## src/rtl/sram_word_ctrl.sv

```systemverilog
// rtl/sram_word_ctrl.sv - 32-bit word requests sequenced into four byte accesses on a byte-wide SRAM
//
// Ports:
//   i_clk           sole clock, rising edge
//   i_reset         synchronous active-high reset
//   i_req_valid     request present
//   o_req_ready     request can be accepted (IDLE only)
//   i_req_we        1 = write, 0 = read
//   i_req_addr      byte address, bits [1:0] ignored
//   i_req_wdata     write data, little-endian
//   i_req_be        write byte enables
//   o_rsp_valid     one-cycle response pulse per request
//   o_rsp_rdata     last completed read data
//   o_sram_cs_n     SRAM chip select, active-low
//   o_sram_wr_n     SRAM write enable, active-low
//   o_sram_addr     SRAM byte address
//   o_sram_data     SRAM write data
//   i_sram_data     SRAM read data, combinational from o_sram_addr

module sram_word_ctrl #(
  parameter int unsigned WAIT_STATES = 0
) (
  input  logic        i_clk,
  input  logic        i_reset,
  input  logic        i_req_valid,
  output logic        o_req_ready,
  input  logic        i_req_we,
  input  logic [18:0] i_req_addr,
  input  logic [31:0] i_req_wdata,
  input  logic [3:0]  i_req_be,
  output logic        o_rsp_valid,
  output logic [31:0] o_rsp_rdata,
  output logic        o_sram_cs_n,
  output logic        o_sram_wr_n,
  output logic [18:0] o_sram_addr,
  output logic [7:0]  o_sram_data,
  input  logic [7:0]  i_sram_data
);

  localparam logic [3:0] LP_WAIT = 4'(WAIT_STATES);

  typedef enum logic [1:0] {
    S_IDLE   = 2'd0,
    S_ACCESS = 2'd1,
    S_RESP   = 2'd2
  } state_t;

  state_t      r_state;
  state_t      w_state_next;

  logic        r_we;
  logic [16:0] r_word;
  logic [31:0] r_wdata;
  logic [3:0]  r_be;
  logic [1:0]  r_lane;
  logic [3:0]  r_wait;
  logic [23:0] r_rd_buf;
  logic [31:0] r_rdata;

  logic        w_lane_last;
  logic        w_ready;
  logic        w_rsp_valid;
  logic        w_cs_n;
  logic        w_wr_n;
  logic [18:0] w_addr;
  logic [7:0]  w_data;
  logic        w_unused;

  // Word alignment: the low address bits are dropped on purpose.
  assign w_unused    = &{1'b0, i_req_addr[1:0]};

  assign w_lane_last = (r_wait == LP_WAIT);

  // Next-state and SRAM pin decode.
  always_comb begin
    w_state_next = r_state;
    w_ready      = 1'b0;
    w_rsp_valid  = 1'b0;
    w_cs_n       = 1'b1;
    w_wr_n       = 1'b1;
    w_addr       = 19'd0;
    w_data       = 8'd0;
    case (r_state)
      S_IDLE: begin
        w_ready = 1'b1;
        if (i_req_valid) begin
          w_state_next = S_ACCESS;
        end
      end
      S_ACCESS: begin
        w_addr = {r_word, r_lane};
        if (!r_we) begin
          w_cs_n = 1'b0;
        end else if (r_be[r_lane]) begin
          w_cs_n = 1'b0;
          w_wr_n = 1'b0;
          w_data = r_wdata[{r_lane, 3'b000} +: 8];
        end
        // Disabled write lanes still burn their slot so that
        // request latency never depends on the byte enables.
        if (w_lane_last && (r_lane == 2'd3)) begin
          w_state_next = S_RESP;
        end
      end
      S_RESP: begin
        w_rsp_valid  = 1'b1;
        w_state_next = S_IDLE;
      end
      default: begin
        w_state_next = S_IDLE;
      end
    endcase
  end

  // Outputs take their reset values for as long as reset is held,
  // so an interrupted byte write is dropped in the cycle reset rises.
  assign o_req_ready = i_reset ? 1'b1  : w_ready;
  assign o_rsp_valid = i_reset ? 1'b0  : w_rsp_valid;
  assign o_sram_cs_n = i_reset ? 1'b1  : w_cs_n;
  assign o_sram_wr_n = i_reset ? 1'b1  : w_wr_n;
  assign o_sram_addr = i_reset ? 19'd0 : w_addr;
  assign o_sram_data = i_reset ? 8'd0  : w_data;
  assign o_rsp_rdata = i_reset ? 32'd0 : r_rdata;

  always_ff @(posedge i_clk) begin
    if (i_reset) begin
      r_state  <= S_IDLE;
      r_we     <= 1'b0;
      r_word   <= 17'd0;
      r_wdata  <= 32'd0;
      r_be     <= 4'd0;
      r_lane   <= 2'd0;
      r_wait   <= 4'd0;
      r_rd_buf <= 24'd0;
      r_rdata  <= 32'd0;
    end else begin
      r_state <= w_state_next;
      case (r_state)
        S_IDLE: begin
          if (i_req_valid) begin
            r_we    <= i_req_we;
            r_word  <= i_req_addr[18:2];
            r_wdata <= i_req_wdata;
            r_be    <= i_req_be;
            r_lane  <= 2'd0;
            r_wait  <= 4'd0;
          end
        end
        S_ACCESS: begin
          if (w_lane_last) begin
            r_wait <= 4'd0;
            r_lane <= r_lane + 2'd1;
            if (!r_we) begin
              // Lanes 0..2 collect in a side buffer; the visible read
              // register changes only when the whole word is in, so it
              // stays stable between read completions.
              case (r_lane)
                2'd0:    r_rd_buf[7:0]   <= i_sram_data;
                2'd1:    r_rd_buf[15:8]  <= i_sram_data;
                2'd2:    r_rd_buf[23:16] <= i_sram_data;
                default: r_rdata         <= {i_sram_data, r_rd_buf};
              endcase
            end
          end else begin
            r_wait <= r_wait + 4'd1;
          end
        end
        default: begin
        end
      endcase
    end
  end

endmodule
```

## config.mk

```make
export PLATFORM = sky130hd
export DESIGN_NAME = sram_word_ctrl
export DESIGN_NICKNAME = d
export VERILOG_FILES = /design/src/rtl/sram_word_ctrl.sv
export SDC_FILE = /design/constraint.sdc
export NUM_CORES = 1
export LEC_CHECK = 0
export BUFFER_PORTS_ARGS = -buffer_cell sky130_fd_sc_hd__buf_2
export CAP_MARGIN = 20
export CORE_UTILIZATION = 40
export DETAILED_ROUTE_END_ITERATION = 6
export PLACE_DENSITY = 0.67
export SYNTH_ARGS = -nofsm -noshare
export SYNTH_HDL_FRONTEND = slang
export SYNTH_SLANG_ARGS = --single-unit
```

## constraint.sdc

```tcl
create_clock -name i_clk -period 2.03 [get_ports i_clk]
set_clock_uncertainty 0.15 [all_clocks]
set_input_delay 0.406 -clock i_clk [delete_from_list [all_inputs] [get_ports i_clk]]
set_output_delay 0.406 -clock i_clk [all_outputs]
set_load 0.01 [all_outputs]
```

* Yosys cells after proc, flatten, opt, wreduce, memory -nomap -nowiden
Index checks and enable logic that the tools add are counted.
Storage, ports and cells: flip-flop bits (word level) 118, output and inout port bits 63
Operators by class: $add $sub $neg 2, magnitude comparators 1, equality and inequality tests 8, shift operators 1, muxes and demuxes 29, bitwise gates (word level) 2, reductions and logical operators 14
Operator list (count):
- 19-bit 2-to-1 mux | 2
- 32-bit 2-to-1 mux | 1
- 8-bit 2-to-1 mux | 4
- 32-bit by 6-bit variable part select with 8-bit output | 1
- 4-bit AND reduction | 4
- 1-bit 2-to-1 mux | 12
- 2-bit 2-to-1 mux | 4
- 4-bit 2-to-1 mux | 2
- 2-bit one-hot mux with 2 select lines | 2
- 4-bit one-hot mux with 2 select lines | 1
- 2-bit == test, second input constant | 3
- 2-bit inequality test, second input constant | 3
- 2-bit AND reduction | 3
- 4-bit by 1-bit adder with 4-bit output, second input constant | 1
- 2-bit by 1-bit == test with 1-bit output, second input constant | 2
- 2-bit zero test | 2
- 4-bit zero test | 1
- 2-bit by 3-bit < comparator with 1-bit output, second input constant | 1
- 3-bit AND reduction | 1
- 3-bit OR reduction | 1
- 2-bit by 1-bit adder with 2-bit output, second input constant | 1
- 1-bit binary-select mux with 2-bit select | 1
- 1-bit inverter | 2
- 2-bit nonzero test | 1
- 1-bit logical AND | 1

* Logic depth before layout (Yosys ltp)
depth after elaboration 6, mapped depth 8, gate-level depth less buffers 5

* Worst setup path before layout
Ideal clock, no wire load.
path kind reg-to-output, start point register r_state[1], end point output port o_sram_wr_n, data arrival time 1.533 ns, data required time 1.474 ns, setup slack -0.059 ns, stages on the path, launching flop included 5, path buffers 2, path through dfxtp_1 -> buf_2 -> nand2b_1 -> buf_2 -> or4b_2
Between the ends: word-level cells in the longest chain between the ends 3
RTL lines:
- start, declared | line 48 | state_t r_state;
- start signal, assigned | line 137 | r_state <= w_state_next;
- 2-bit by 1-bit == test with 1-bit output | line 83 | case (r_state)
- 1-bit 2-to-1 mux | line 83
- 1-bit 2-to-1 mux | line 120 | assign o_sram_wr_n = i_reset ? 1'b1 : w_wr_n;
- end, declared | line 34 | output logic o_sram_wr_n,
Every way passes these cells.

* Worst setup path in the final report
start point register r_state[1], end point output port o_sram_data[7]
Between the ends: word-level cells in the longest chain between the ends 3
RTL lines:
- 2-bit by 1-bit == test with 1-bit output | line 83
- 8-bit 2-to-1 mux | line 83
- 8-bit 2-to-1 mux | line 122 | assign o_sram_data = i_reset ? 8'd0 : w_data;
- end, declared | line 36 | output logic [7:0] o_sram_data,
Every way passes these cells.

==> impl_metrics.tcl <==
set metrics [dict create \
    die_area_um2 13300 \
    grt_max_degree 54 \
    p_leak_nw 3.45 \
    start_util 0.409 \
    syn-num-nets 656 \
    postSynth.asyncResetShare 0 \
    multi_input_area_um2 2610 \
    syn_area_um2 5140 \
    irDropWorstVdd_v 0.000621 \
    final-seq-area_um2 2370 \
    hold_viol 0 \
    r2r_start "r_wait[0]" \
    clkSinkCount 118 \
    dp_hpwl_mm 7.96 \
    drive_above_1_share 0.319 \
    cpPeakStageDelay_ns 0.33 \
    yosys-top-cells-area "dfxtp_1 (46%), mux2i_1 (13%), nand2_1 (8.8%)" \
    grt_util_all_layers 0.196 \
    design_area_um2 7000 \
    cts_root_buf "clkbuf_16" \
    crit_path_end_kind "output port" \
    detailed_place.area_um2 6090 \
    maxSlewHeadroom 0.675 \
    yosysUniqueCellTypes 37 \
    route.detailed.wl_per_inst_um 13.5 \
    post-place-ws_ns -0.269 \
    yosysSeqAreaShare 0.460 \
    failed_checks "negative setup slack" \
    nets 793 \
    first_global_vias 4101 \
    die_x_um 115 \
    path_class "flip-flop to output port" \
    maxCapViolations 0 \
    synth_common_cells "nand2_1 (121), dfxtp_1 (118), mux2i_1 (65), nand2b_1 (65), a21oi_1 (60)" \
    synth-seq-cells 118 \
    syn2layout_area_growth_pct 36.2 \
    synthCells 583 \
    die_y_um 115 \
    drcViolationCount 0 \
    yosys_warnings 0 \
    rows 41 \
    firstDrtPassIters 4 \
    grt_pass1_wl_mm 19.9 \
    timing.final.ws_setup_ns -0.303 \
    finalPower_mw 5.86 \
    cts_made_buffers 17 \
    slew_viol_final 0 \
    ctsLongestPathBuffers 2 \
    clk_pin_slew_ns 0.05 \
    io_buffers 127 \
    synth_most_common_cell "nand2_1" \
    synth_area_per_cell_um2 8.81 \
    ctsHtreeMaxLevel 4 \
    cts_tree "yes" \
    drt-total-wl_mm 12.2 \
    rsz0062_at_grt "true" \
    critPathLaunchType "flip-flop" \
    status "complete, but fails checks" \
    core_area_um2 12600 \
    hp-class "input port to flip-flop" \
    via_per_inst 4.73 \
    synth-main-ff-cell "dfxtp_1" \
    worstPathRequired_ns 1.47 \
    ant_nets 0 \
    vias 4285 \
    setup_viol 27 \
    startpoint "r_state[1]" \
    slowest_stage "dfxtp_2" \
    post-route-period-util 1.15 \
    place.gp.congestion 0.759 \
    cts_hold_buffers 0 \
    fin_util 0.557 \
    p_per_area_nw_per_um2 837 \
    cp_max_fo 8 \
    drt_iter0_drc 231 \
    holdWs_ns 0.0824 \
    cp.arrival_ns 1.78 \
    holdCritStartpoint "i_req_wdata[29]" \
    io_pins 130 \
    worstSkewPairLatency_ns 0.41 \
    fillCellCount 1108 \
    synth_edf_count 0 \
    crit_chain "nor4bb_4, nand2_1, buf_6, o32ai_2, buf_2" \
    grt-ovfl-total 0 \
    antenna_found_initial 0 \
    worst_pin_slew_ns 0.487 \
    netlist.area_leader.share 0.460 \
    period_minus_slack_ns 2.33 \
    max_clock_freq_ghz 0.429 \
    antenna_cells 0 \
    synth_area_leader_cell "dfxtp_1" \
]
## path summary, 6_finish.rpt
kind | to | slack (ns) | cells past startpoint
setup / recovery | o_sram_data[7] | -0.30 | 5
hold / removal | r_wdata[29] | 0.08 | 3
setup reg to reg | r_rd_buf[15] | 0.11 | 7
hold reg to reg | r_word[2] | 0.30 | 2
## metrics by stage
step / std cells / TNS (ns)
2_1_floorplan: 583 / 0
3_3_place_gp: 868 / -1.54
3_5_place_dp: 868 / -1.72
4_1_cts: 903 / -6.00
5_1_grt: 905 / -7.15
6_report: 905 / -4.81
## routing by layer
layer	track usage	up-vias	part of all wire
met5	0	-	0
met4	0.0788	0	0.016
met3	0.0654	15	0.058
met2	0.315	119	0.46
met1	0.241	1964	0.47
li1	-	2187	-
## cells by family (layout without fill, tap and decap cells)
family | Yosys count | count (layout) | share of synthesized area
simple gates | 229 | 229 | 0.231
mux | 75 | 75 | 0.149
fa+ha+maj | 6 | 6 | 0.0146
compound gates | 76 | 76 | 0.0833
buf+inv | 79 | 229 | 0.0633
flops | 118 | 118 | 0.460
## cells in the final DEF (no fill, tap or decap), types with 3 or more instances in the layout
| cell | synthesis | layout |
|---|---|---|
| clkinv_2 | 0 | 6 |
| nand3_1 | 6 | 6 |
| nor3b_1 | 3 | 3 |
| ha_1 | 6 | 6 |
| buf_2 | 10 | 116 |
| mux2i_1 | 65 | 64 |
| mux2_2 | 10 | 8 |
| inv_1 | 37 | 37 |
| clkbuf_16 | 0 | 17 |
| nand2_1 | 121 | 121 |
| buf_12 | 0 | 6 |
| buf_4 | 0 | 19 |
| dfxtp_1 | 118 | 114 |
| nand2b_1 | 65 | 64 |
| buf_6 | 2 | 16 |
| nand4b_1 | 3 | 3 |
| a21oi_1 | 60 | 60 |
| and2_1 | 17 | 8 |
| o32ai_2 | 0 | 6 |
| clkbuf_8 | 0 | 6 |
| and2_4 | 0 | 9 |
| dfxtp_2 | 0 | 3 |
## flip-flops by register name (all words and copies together) (netlist names)
| signal | count |
|---|---|
| r_lane | 2 |
| r_we | 1 |
| r_word | 17 |
| r_state | 2 |
| r_wdata | 32 |
| r_rdata | 32 |
| r_be | 4 |
| r_rd_buf | 24 |
| r_wait | 4 |
## cell type report
| type | instances | share of cell area |
|---|---|---|
| Clock buffer | 24 | 0.0731 |
| Tap cell | 172 | 0.0308 |
| Clock inverter | 8 | 0.0100 |
| Inverter | 38 | 0.0206 |
| Multi-Input combinational cell | 386 | 0.373 |
| Timing Repair Buffer | 159 | 0.154 |
| Sequential cell | 118 | 0.339 |
## worst max-delay path: cells and delay by family (launching register included)
family,cells,cell delay (ns)
buffers and inverters,2,0.34
and+or+nand+nor,2,0.40
AOI/OAI and AO/OA,1,0.28
DFF,1,0.33
## power breakdown
| group | internal [mW] | switching [mW] |
|---|---|---|
| logic | 0.252 | 0.281 |
| registers | 2.40 | 0.0428 |
| clock network | 1.86 | 1.01 |
| total | 4.52 | 1.34 |
## what timing repair did
action | 4_1_cts | 5_1_grt
setup buffers | 2 | 2
pin swaps | 13 | 2
cloned | 2 | 0
gates resized for setup | 47 | 6
endpoints found under the setup margin | 29 | 42
Power figures use the tool's default switching activity.
